--- src/rtl/rr_onehot_arbiter.sv ---
// Registered one-hot arbiter with fixed-priority or round-robin selection.
// A grant is held until the holder releases explicitly or drops its request.
module rr_onehot_arbiter #(
    parameter int DEPTH = 8,
    parameter int BITS  = (DEPTH > 1) ? $clog2(DEPTH) : 1,
    parameter bit RR    = 1'b1
) (
    input  logic             i_clk,
    input  logic             i_rst_n,
    input  logic             i_en,
    input  logic [DEPTH-1:0] i_req,
    input  logic             i_release,
    output logic [DEPTH-1:0] o_grant,
    output logic [BITS-1:0]  o_grant_idx,
    output logic             o_grant_valid,
    output logic [BITS-1:0]  o_ptr,
    output logic [0:0]       o_state
);

    localparam logic [0:0] S_IDLE = 1'b0;
    localparam logic [0:0] S_HOLD = 1'b1;

    logic [0:0]       r_state;
    logic [DEPTH-1:0] r_grant;
    logic [BITS-1:0]  r_grant_idx;
    logic             r_grant_valid;
    logic [BITS-1:0]  r_ptr;

    logic             w_rel_eff;
    logic [BITS-1:0]  w_next_ptr;
    logic [BITS-1:0]  w_scan_ptr;
    logic [DEPTH-1:0] w_masked;
    logic             w_found;
    logic [BITS-1:0]  w_win_idx;
    logic [DEPTH-1:0] w_win_onehot;
    logic [BITS-1:0]  w_cand;
    int               w_j;

    // Releasing and re-arbitrating happen in one cycle, so the scan starts from the
    // pointer value that is about to be written and skips the outgoing holder.
    always_comb begin
        w_rel_eff  = i_release | ~i_req[r_grant_idx];
        w_next_ptr = (r_grant_idx == BITS'(DEPTH - 1)) ? '0 : r_grant_idx + BITS'(1);
        w_scan_ptr = (RR && (r_state == S_HOLD)) ? w_next_ptr : r_ptr;
        w_masked   = (r_state == S_HOLD) ? (i_req & ~r_grant) : i_req;
        w_found    = 1'b0;
        w_win_idx  = '0;
        w_cand     = '0;
        w_j        = 0;
        for (int k = 0; k < DEPTH; k++) begin
            w_j = int'(w_scan_ptr) + k;
            if (w_j >= DEPTH) begin
                w_j = w_j - DEPTH;
            end
            w_cand = BITS'(w_j);
            if (!w_found && w_masked[w_cand]) begin
                w_found   = 1'b1;
                w_win_idx = w_cand;
            end
        end
        w_win_onehot = '0;
        if (w_found) begin
            w_win_onehot[w_win_idx] = 1'b1;
        end
    end

    always_ff @(posedge i_clk or negedge i_rst_n) begin
        if (!i_rst_n) begin
            r_state       <= S_IDLE;
            r_grant       <= '0;
            r_grant_idx   <= '0;
            r_grant_valid <= 1'b0;
            r_ptr         <= '0;
        end else begin
            case (r_state)
                S_IDLE: begin
                    if (i_en && w_found) begin
                        r_state       <= S_HOLD;
                        r_grant       <= w_win_onehot;
                        r_grant_idx   <= w_win_idx;
                        r_grant_valid <= 1'b1;
                    end
                end
                S_HOLD: begin
                    if (w_rel_eff) begin
                        if (RR) begin
                            r_ptr <= w_next_ptr;
                        end
                        if (i_en && w_found) begin
                            r_grant     <= w_win_onehot;
                            r_grant_idx <= w_win_idx;
                        end else begin
                            r_state       <= S_IDLE;
                            r_grant       <= '0;
                            r_grant_idx   <= '0;
                            r_grant_valid <= 1'b0;
                        end
                    end
                end
                default: begin
                    r_state       <= S_IDLE;
                    r_grant       <= '0;
                    r_grant_idx   <= '0;
                    r_grant_valid <= 1'b0;
                end
            endcase
        end
    end

    assign o_grant       = r_grant;
    assign o_grant_idx   = r_grant_idx;
    assign o_grant_valid = r_grant_valid;
    assign o_ptr         = r_ptr;
    assign o_state       = r_state;

    a_grant_onehot0: assert property (@(posedge i_clk) disable iff (!i_rst_n)
        $onehot0(r_grant));
    a_valid_matches: assert property (@(posedge i_clk) disable iff (!i_rst_n)
        r_grant_valid == (|r_grant));
    a_idx_matches: assert property (@(posedge i_clk) disable iff (!i_rst_n)
        r_grant[r_grant_idx] == r_grant_valid);

endmodule

--- config.mk ---
export PLATFORM = sky130hd
export DESIGN_NAME = rr_onehot_arbiter
export DESIGN_NICKNAME = d
export VERILOG_FILES = /design/src/rtl/rr_onehot_arbiter.sv
export SDC_FILE = /design/constraint.sdc
export NUM_CORES = 1
export LEC_CHECK = 0
export BUFFER_PORTS_ARGS = -buffer_cell sky130_fd_sc_hd__buf_4
export CORE_AREA = 2 2 65 67
export DETAILED_ROUTE_END_ITERATION = 6
export DIE_AREA = 0 0 67 69
export GPL_TIMING_DRIVEN = 0
export HOLD_SLACK_MARGIN = 0.15
export PLACE_DENSITY = 0.72
export SYNTH_ARGS = -nofsm -noshare
export SYNTH_HDL_FRONTEND = slang
export SYNTH_SLANG_ARGS = --single-unit
--- constraint.sdc ---
create_clock -name i_clk -period 5.43 [get_ports i_clk]
set_input_delay 0.8145 -clock i_clk [delete_from_list [all_inputs] [get_ports i_clk]]
set_output_delay 0.8145 -clock i_clk [all_outputs]
set_load 0.05 [all_outputs]
==> flow_summary.html, run 1 <==
<table>
<tr><th>Metric</th><th>Value</th></tr>
<tr><th colspan="2">Clock network</th></tr>
<tr><td>Worst-case clock buffer depth</td><td>2</td></tr>
<tr><td># hold bufs at CTS</td><td>0</td></tr>
<tr><td>Clk slew on worst S/H paths</td><td>0.07 ns</td></tr>
<tr><td>CTS H-Tree Depth</td><td>1</td></tr>
<tr><td>Num CTS Buffers</td><td>3</td></tr>
<tr><td>Post-cts gate resize count</td><td>0</td></tr>
<tr><td>Buffer cell driving the clock tree root</td><td>sky130_fd_sc_hd__clkbuf_8</td></tr>
<tr><td>Count of buffers added by post-CTS timing repair for setup</td><td>0</td></tr>
<tr><td>Source-to-sink clock delay at the later pin of the worst-skew pair</td><td>0.25 ns</td></tr>
<tr><td>Clock tree from TritonCTS</td><td>built</td></tr>
<tr><td># clock sinks</td><td>16</td></tr>
<tr><th colspan="2">Logic synthesis</th></tr>
<tr><td>Count of cell types in the netlist</td><td>53</td></tr>
<tr><td>Cell area after synthesis</td><td>1803 µm²</td></tr>
<tr><td>Number of warnings reported in the yosys synthesis log</td><td>0</td></tr>
<tr><td>Post-Syn Instances</td><td>192</td></tr>
<tr><td>Sequential fraction of the synthesis area</td><td>0.2221</td></tr>
<tr><td>Flip-flop and latch count after synthesis</td><td>16</td></tr>
<tr><td>Cell types occupying the most area after synthesis</td><td>sky130_fd_sc_hd__dfrtp_1, sky130_fd_sc_hd__mux4_2, sky130_fd_sc_hd__mux2i_1, sky130_fd_sc_hd__nand2_1, sky130_fd_sc_hd__mux2_2</td></tr>
<tr><td>Portion of synthesized cell area occupied by the leading cell type</td><td>0.2221</td></tr>
<tr><td>Post-synth net total</td><td>208</td></tr>
<tr><td>Number of enable-type register cells in the synthesized netlist</td><td>0</td></tr>
<tr><td>Share of flip-flops with an asynchronous set or reset</td><td>1.000</td></tr>
<tr><td>Cell accounting for the most synthesized area</td><td>sky130_fd_sc_hd__dfrtp_1</td></tr>
<tr><td>Most frequently used flop master after synthesis</td><td>sky130_fd_sc_hd__dfrtp_1</td></tr>
<tr><td>Mapped Avg Cell Area</td><td>9.391 µm²</td></tr>
<tr><th colspan="2">STA</th></tr>
<tr><td>Slew at the pin closest to its max-slew limit</td><td>0.6783 ns</td></tr>
<tr><td>Final critical-path share of the clock period</td><td>0.8549</td></tr>
<tr><td>Total negative setup slack</td><td>0 ns</td></tr>
<tr><td>Total of endpoints with negative setup slack in the final report</td><td>0</td></tr>
<tr><td>Worst setup skew after layout</td><td>0.006067 ns</td></tr>
<tr><td>Fmax</td><td>0.2154 GHz</td></tr>
<tr><td>Unrepaired setup endpoints after global routing</td><td>no</td></tr>
<tr><td>Final Hold Fails</td><td>0</td></tr>
<tr><td>Number of pins with negative max-slew slack in the final report</td><td>0</td></tr>
<tr><td>Slew Limit Headroom</td><td>0.5349</td></tr>
<tr><td>Post-layout minimum cycle time</td><td>4.642 ns</td></tr>
<tr><th colspan="2">Global route</th></tr>
<tr><td>Maximum number of pins on one net before global-route repair</td><td>17</td></tr>
<tr><td>Grt peak-use layer</td><td>met2</td></tr>
<tr><td>First-pass GRT wire length</td><td>7831 µm</td></tr>
<tr><td>Vias in the first global route</td><td>1625</td></tr>
<tr><td>Global route overflow</td><td>0</td></tr>
<tr><td>GRT met3 Usage</td><td>0.04078</td></tr>
<tr><td>Met2 routing resource usage after global routing</td><td>0.3289</td></tr>
<tr><td>Antenna violations before repair</td><td>0</td></tr>
<tr><td>Total global routing track utilization</td><td>0.2129</td></tr>
<tr><td>Met1 capacity usage during global routing</td><td>0.3099</td></tr>
<tr><th colspan="2">Worst setup path</th></tr>
<tr><td>Endpoint kind of the worst setup timing path</td><td>register</td></tr>
<tr><td>Worst Path Class, Setup</td><td>register to register</td></tr>
<tr><td>Data arrival time at the worst-slack endpoint</td><td>4.78 ns</td></tr>
<tr><td>Max stage delay cell, worst path</td><td>sky130_fd_sc_hd__mux4_2</td></tr>
<tr><td>Peak fanout along the critical path</td><td>10</td></tr>
<tr><td>Highest cell delay on the worst timing path</td><td>0.67 ns</td></tr>
<tr><td>Kind of start point of the critical path</td><td>register</td></tr>
<tr><td>Most repeated library cell on the critical path</td><td>sky130_fd_sc_hd__ha_1</td></tr>
<tr><td>Count of buffering cells on the critical path with inverters included</td><td>3</td></tr>
<tr><td>Data required time of the worst path</td><td>5.56 ns</td></tr>
<tr><td>Series of cell instances along the critical path</td><td>ha_1 -&gt; ha_1 -&gt; nor2_1 -&gt; mux2i_2 -&gt; buf_4 -&gt; ha_1 -&gt; buf_1 -&gt; mux4_2 -&gt; nor3_1 -&gt; o41ai_1 -&gt; nand3b_1 -&gt; a21oi_1 -&gt; o21a_1 -&gt; inv_2 -&gt; a32o_1</td></tr>
<tr><td>Kind of cell adding the most delay to the critical path</td><td>compound AO/OA/AOI/OAI gates</td></tr>
<tr><th colspan="2">Route</th></tr>
<tr><td>Vias per inst</td><td>6.015</td></tr>
<tr><td>Via count</td><td>1642</td></tr>
<tr><td>DRC viols</td><td>0</td></tr>
<tr><td>Remaining number of nets flagged by the antenna check after routing</td><td>0</td></tr>
<tr><td>Wirelength, routed</td><td>4600 µm</td></tr>
<tr><td>Iteration count of the initial detailed-routing pass</td><td>4</td></tr>
<tr><td>DR iter-0 viols</td><td>98</td></tr>
<tr><td>Average detailed-routed wire length per instance</td><td>16.85 µm</td></tr>
<tr><th colspan="2">Floorplanning</th></tr>
<tr><td>Starting density of the core</td><td>0.4607</td></tr>
<tr><td>Count of boundary I/O pins</td><td>28</td></tr>
<tr><td>Cell Rows</td><td>23</td></tr>
<tr><td>Total die area</td><td>4623 µm²</td></tr>
<tr><td>Floorplan core area</td><td>3914 µm²</td></tr>
<tr><td>Die width</td><td>67 µm</td></tr>
<tr><td>DIE HEIGHT</td><td>69 µm</td></tr>
<tr><th colspan="2">Layout</th></tr>
<tr><td>Final antenna diode count</td><td>0</td></tr>
<tr><td>Share of final-layout standard cells stronger than drive strength 1</td><td>0.3274</td></tr>
<tr><td>Layout area overhead</td><td>17.77%</td></tr>
<tr><td>Most frequent standard cell in the layout excluding fill and tap cells</td><td>sky130_fd_sc_hd__nand2_1</td></tr>
<tr><td>Most frequent cells in the layout</td><td>sky130_fd_sc_hd__nand2_1, sky130_fd_sc_hd__buf_4, sky130_fd_sc_hd__dfrtp_1, sky130_fd_sc_hd__mux2i_1, sky130_fd_sc_hd__nor2_1</td></tr>
<tr><td>Net count reported at finish</td><td>240</td></tr>
<tr><th colspan="2">Job</th></tr>
<tr><td># Max-Cap Violations</td><td>0</td></tr>
<tr><th colspan="2">Placed design</th></tr>
<tr><td>Half-perimeter wire length of the detailed placement result</td><td>3676 µm</td></tr>
<tr><td>Number of buffer cells added on primary ports</td><td>27</td></tr>
<tr><td>Last weighted congestion value of the routability-driven placer</td><td>0.9081</td></tr>
<tr><th colspan="2">Worst hold path</th></tr>
<tr><td>Worst Hold Class</td><td>input port to asynchronous set/reset pin</td></tr>
<tr><th colspan="2">Status</th></tr>
<tr><td>Result of the run</td><td>complete, no violations</td></tr>
</table>
## path summary, 6_finish.rpt
kind	start	end	slack, ns	cells after the start
worst min register to register	o_grant[6]	o_grant[6]	0.53	2
worst max register to register	o_grant_idx[0]	o_grant[3]	0.79	15
worst max-delay path	o_grant_idx[0]	o_grant[3]	0.79	15
max in group asynchronous	i_rst_n	o_grant[4]	4.83	1
worst min-delay path	i_rst_n	o_state	0.41	1
min in group i_clk	o_grant[6]	o_grant[6]	0.53	2
## flip-flops by register name, indices dropped and copies added, names as in the netlist
signal	flops
o_state	1
o_ptr	3
o_grant_idx	3
o_grant	8
o_grant_valid	1
## per-stage QoR
step	worst slack, ns	cells	hold slack (ns)	area [µm²]	utilization
3_5_place_dp	0.8354	269	0.5085	2068	0.5285
4_1_cts	0.7844	273	0.4180	2123	0.5425
6_report	0.7877	273	0.4111	2123	0.5425
5_1_grt	0.4224	273	0.4235	2123	0.5425
2_1_floorplan	1.025	192	0.5189	1803	-
3_3_place_gp	0.8660	269	0.5223	2068	0.5285
## cell usage after synthesis, types with 3 or more instances
| cell type | count |
|---|---|
| sky130_fd_sc_hd__nand2_1 | 30 |
| sky130_fd_sc_hd__dfrtp_1 | 16 |
| sky130_fd_sc_hd__mux2i_1 | 15 |
| sky130_fd_sc_hd__nor2_1 | 9 |
| sky130_fd_sc_hd__inv_1 | 8 |
| sky130_fd_sc_hd__mux4_2 | 8 |
| sky130_fd_sc_hd__mux2_2 | 7 |
| sky130_fd_sc_hd__a21oi_1 | 6 |
| sky130_fd_sc_hd__nand2b_1 | 6 |
| sky130_fd_sc_hd__a21boi_1 | 5 |
| sky130_fd_sc_hd__mux2i_2 | 5 |
| sky130_fd_sc_hd__a21boi_2 | 4 |
| sky130_fd_sc_hd__a22oi_1 | 4 |
| sky130_fd_sc_hd__a31oi_1 | 4 |
| sky130_fd_sc_hd__a32o_1 | 4 |
| sky130_fd_sc_hd__ha_1 | 4 |
| sky130_fd_sc_hd__o21ai_0 | 4 |
| sky130_fd_sc_hd__o31ai_1 | 4 |
| sky130_fd_sc_hd__nor3_1 | 3 |
| sky130_fd_sc_hd__nor4_2 | 3 |
| sky130_fd_sc_hd__xnor2_1 | 3 |
## logic make-up after synthesis
| logic type | count (synthesis) | share of synthesized area |
|---|---|---|
| fa+ha+maj | 4 | 0.02776 |
| compound gates | 53 | 0.2353 |
| flops | 16 | 0.2221 |
| xor+xnor | 3 | 0.01458 |
| mux | 35 | 0.2651 |
| buf+inv | 18 | 0.05829 |
| simple gates | 63 | 0.1770 |
## per-layer routing
layer / vias up / part of all wire
li1: 796 / -
met1: 808 / 0.46
met3: 2 / 0.050
met4: 0 / 0.0026
met5: - / 0
met2: 36 / 0.48
## layout make-up
| class | count | area (µm²) |
|---|---|---|
| buffer | 8 | 67.56 |
| clock buffer | 4 | 55.05 |
| fill | 381 | 1790 |
| inverter | 10 | 37.54 |
| multi-input combinational | 158 | 1297 |
| sequential | 16 | 400.4 |
| tap | 50 | 62.56 |
| timing repair buffer | 27 | 202.7 |
Power of run 1 is not shown: default switching activity piles up to over one toggle a cycle in this logic, so the estimate is an artifact.
==> run 2: changes to the inputs <==
--- a/config.mk
+++ b/config.mk
@@ -6,9 +6,9 @@
 export NUM_CORES = 1
 export LEC_CHECK = 0
 export BUFFER_PORTS_ARGS = -buffer_cell sky130_fd_sc_hd__buf_4
-export CORE_AREA = 2 2 65 67
+export CORE_AREA = 2 2 83 53
 export DETAILED_ROUTE_END_ITERATION = 6
-export DIE_AREA = 0 0 67 69
+export DIE_AREA = 0 0 85 55
 export GPL_TIMING_DRIVEN = 0
 export HOLD_SLACK_MARGIN = 0.15
 export PLACE_DENSITY = 0.72
==> run 2 against run 1 <==
Effect of this change:
- final cell count stayed put
- die area is 1.1% higher
- maximum frequency down 0.67%
- setup slack worse by 0.031 ns
- non-clock buffer count did not move
- largest cell class unchanged
- sequential cell count stayed put
- first-iteration DRC count grew 100%
- clock skew up 0.0050 ns
- highest routed layer unchanged
- via count grew 4.5%
- global-route usage grew 1.7 points
==> flow_summary.html, run 2 (synthesized netlist as in run 1, its figures left out) <==
<table>
<tr><th>Metric</th><th>Value</th></tr>
<tr><th colspan="2">STA</th></tr>
<tr><td>Number of pins with negative max-slew slack in the final report</td><td>0</td></tr>
<tr><td>Slew Limit Headroom</td><td>0.5568</td></tr>
<tr><td>Worst setup skew after layout</td><td>0.01106 ns</td></tr>
<tr><td>Post-layout minimum cycle time</td><td>4.674 ns</td></tr>
<tr><td>Slew at the pin closest to its max-slew limit</td><td>0.6463 ns</td></tr>
<tr><td>Unrepaired setup endpoints after global routing</td><td>no</td></tr>
<tr><td>Fmax</td><td>0.2140 GHz</td></tr>
<tr><td>Total negative setup slack</td><td>0 ns</td></tr>
<tr><td>Final Hold Fails</td><td>0</td></tr>
<tr><td>Final critical-path share of the clock period</td><td>0.8607</td></tr>
<tr><td>Total of endpoints with negative setup slack in the final report</td><td>0</td></tr>
<tr><th colspan="2">Floorplanning</th></tr>
<tr><td>Total die area</td><td>4675 µm²</td></tr>
<tr><td>DIE HEIGHT</td><td>55 µm</td></tr>
<tr><td>Die width</td><td>85 µm</td></tr>
<tr><td>Cell Rows</td><td>18</td></tr>
<tr><td>Starting density of the core</td><td>0.4575</td></tr>
<tr><td>Count of boundary I/O pins</td><td>28</td></tr>
<tr><td>Floorplan core area</td><td>3941 µm²</td></tr>
<tr><th colspan="2">Global route</th></tr>
<tr><td>Vias in the first global route</td><td>1489</td></tr>
<tr><td>Total global routing track utilization</td><td>0.2298</td></tr>
<tr><td>First-pass GRT wire length</td><td>7983 µm</td></tr>
<tr><td>Antenna violations before repair</td><td>0</td></tr>
<tr><td>Global route overflow</td><td>0</td></tr>
<tr><td>Maximum number of pins on one net before global-route repair</td><td>17</td></tr>
<tr><th colspan="2">Route</th></tr>
<tr><td>DR iter-0 viols</td><td>200</td></tr>
<tr><td>Vias per inst</td><td>6.286</td></tr>
<tr><td>Post-route met1 wirelength</td><td>2539 µm</td></tr>
<tr><td>Wirelength, routed</td><td>4902 µm</td></tr>
<tr><td>Via count</td><td>1716</td></tr>
<tr><td>Remaining number of nets flagged by the antenna check after routing</td><td>0</td></tr>
<tr><td>DRC viols</td><td>0</td></tr>
<tr><td>Iteration count of the initial detailed-routing pass</td><td>5</td></tr>
<tr><td>Length of routed met3 wiring</td><td>429 µm</td></tr>
<tr><td>Top routing layer in use</td><td>met4</td></tr>
<tr><td>Met2 WL post-DR</td><td>1912 µm</td></tr>
<tr><td>Average detailed-routed wire length per instance</td><td>17.96 µm</td></tr>
<tr><th colspan="2">Layout</th></tr>
<tr><td>Share of the core filled with cells</td><td>0.5387</td></tr>
<tr><td>Most frequent standard cell in the layout excluding fill and tap cells</td><td>sky130_fd_sc_hd__nand2_1</td></tr>
<tr><td>Share of final-layout standard cells stronger than drive strength 1</td><td>0.3274</td></tr>
<tr><td>Net count reported at finish</td><td>240</td></tr>
<tr><td>Layout area overhead</td><td>17.77%</td></tr>
<tr><td>Final antenna diode count</td><td>0</td></tr>
<tr><td>Flip-flop count of the largest register after layout</td><td>8</td></tr>
<tr><td>Most frequent cells in the layout</td><td>sky130_fd_sc_hd__nand2_1, sky130_fd_sc_hd__buf_4, sky130_fd_sc_hd__dfrtp_1, sky130_fd_sc_hd__mux2i_1, sky130_fd_sc_hd__nor2_1</td></tr>
<tr><th colspan="2">Clock network</th></tr>
<tr><td># clock sinks</td><td>16</td></tr>
<tr><td>CTS H-Tree Depth</td><td>1</td></tr>
<tr><td>Post-cts gate resize count</td><td>0</td></tr>
<tr><td>Clock tree from TritonCTS</td><td>built</td></tr>
<tr><td>Source-to-sink clock delay at the later pin of the worst-skew pair</td><td>0.26 ns</td></tr>
<tr><td>Count of buffers added by post-CTS timing repair for setup</td><td>0</td></tr>
<tr><td>Num CTS Buffers</td><td>3</td></tr>
<tr><td># hold bufs at CTS</td><td>0</td></tr>
<tr><td>Clk slew on worst S/H paths</td><td>0.07 ns</td></tr>
<tr><td>Worst-case clock buffer depth</td><td>2</td></tr>
<tr><td>Buffer cell driving the clock tree root</td><td>sky130_fd_sc_hd__clkbuf_8</td></tr>
<tr><th colspan="2">Placed design</th></tr>
<tr><td>Number of buffer cells added on primary ports</td><td>27</td></tr>
<tr><td>Half-perimeter wire length of the detailed placement result</td><td>3930 µm</td></tr>
<tr><td>Last weighted congestion value of the routability-driven placer</td><td>0.8741</td></tr>
<tr><th colspan="2">Worst setup path</th></tr>
<tr><td>Data required time of the worst path</td><td>5.59 ns</td></tr>
<tr><td>Peak fanout along the critical path</td><td>10</td></tr>
<tr><td>Endpoint kind of the worst setup timing path</td><td>register</td></tr>
<tr><td>Kind of start point of the critical path</td><td>register</td></tr>
<tr><td>FF-to-FF path depth</td><td>16</td></tr>
<tr><td>Worst Path Class, Setup</td><td>register to register</td></tr>
<tr><td>Reg-to-Reg Start</td><td>o_grant_idx[0]</td></tr>
<tr><td>Data arrival time at the worst-slack endpoint</td><td>4.83 ns</td></tr>
<tr><td>Setup crit start</td><td>o_grant_idx[0]</td></tr>
<tr><td>Slack of the worst reg-to-reg path</td><td>0.76 ns</td></tr>
<tr><th colspan="2">Status</th></tr>
<tr><td>Result of the run</td><td>complete, no violations</td></tr>
<tr><th colspan="2">Worst hold path</th></tr>
<tr><td>Worst Hold Class</td><td>input port to asynchronous set/reset pin</td></tr>
<tr><th colspan="2">Job</th></tr>
<tr><td># Max-Cap Violations</td><td>0</td></tr>
</table>
==> run 2: final timing paths <==
| check | endpoint |
|---|---|
| worst max-delay path | o_grant[7] |
| worst min-delay path | o_grant_idx[2] |
| worst max register to register | o_grant[7] |
| worst min register to register | o_ptr[1] |
| max in group asynchronous | o_grant_idx[0] |
| min in group i_clk | o_ptr[1] |
==> run 2: critical path: stages, from the launching register on <==
cell                       delay (ns)
sky130_fd_sc_hd__dfrtp_1         0.48
sky130_fd_sc_hd__ha_1            0.25
sky130_fd_sc_hd__ha_1            0.17
sky130_fd_sc_hd__nor2_1          0.17
sky130_fd_sc_hd__mux2i_2         0.18
sky130_fd_sc_hd__buf_4           0.23
sky130_fd_sc_hd__ha_1            0.28
sky130_fd_sc_hd__buf_1           0.39
sky130_fd_sc_hd__mux4_2          0.67
sky130_fd_sc_hd__nand2b_1        0.18
sky130_fd_sc_hd__mux4_2          0.54
sky130_fd_sc_hd__nor2_2          0.22
sky130_fd_sc_hd__a31oi_2         0.24
sky130_fd_sc_hd__o21ai_2         0.21
sky130_fd_sc_hd__buf_2           0.23
sky130_fd_sc_hd__nand2_1         0.07
sky130_fd_sc_hd__o31ai_1         0.07
==> run 2: layout make-up <==
cell class / count / area (µm²)
Buffer: 8 / 67.56
Timing Repair Buffer: 27 / 202.7
Tap cell: 50 / 62.56
Clock buffer: 4 / 55.05
Sequential cell: 16 / 400.4
Multi-Input combinational cell: 158 / 1297
Inverter: 10 / 37.54
Fill cell: 367 / 1818
==> run 2: stage by stage <==
stage                     cells  setup slack (ns)  instance area, µm²  hold slack (ns)
after floorplan             192             1.025                1803           0.5189
after global placement      269            0.7969                2068           0.5343
after detailed placement    269            0.7759                2068           0.5361
after CTS                   273            0.7565                2123           0.4053
after global routing        273            0.3670                2123           0.4080
final                       273            0.7564                2123           0.4003
==> run 2: metal layers <==
metal / vias up / global-route usage
met5: - / 0
met4: 0 / 0.03968
met3: 2 / 0.04748
met2: 73 / 0.3008
met1: 843 / 0.3766
li1: 798 / -
Power of run 2 is left out for the same reason.
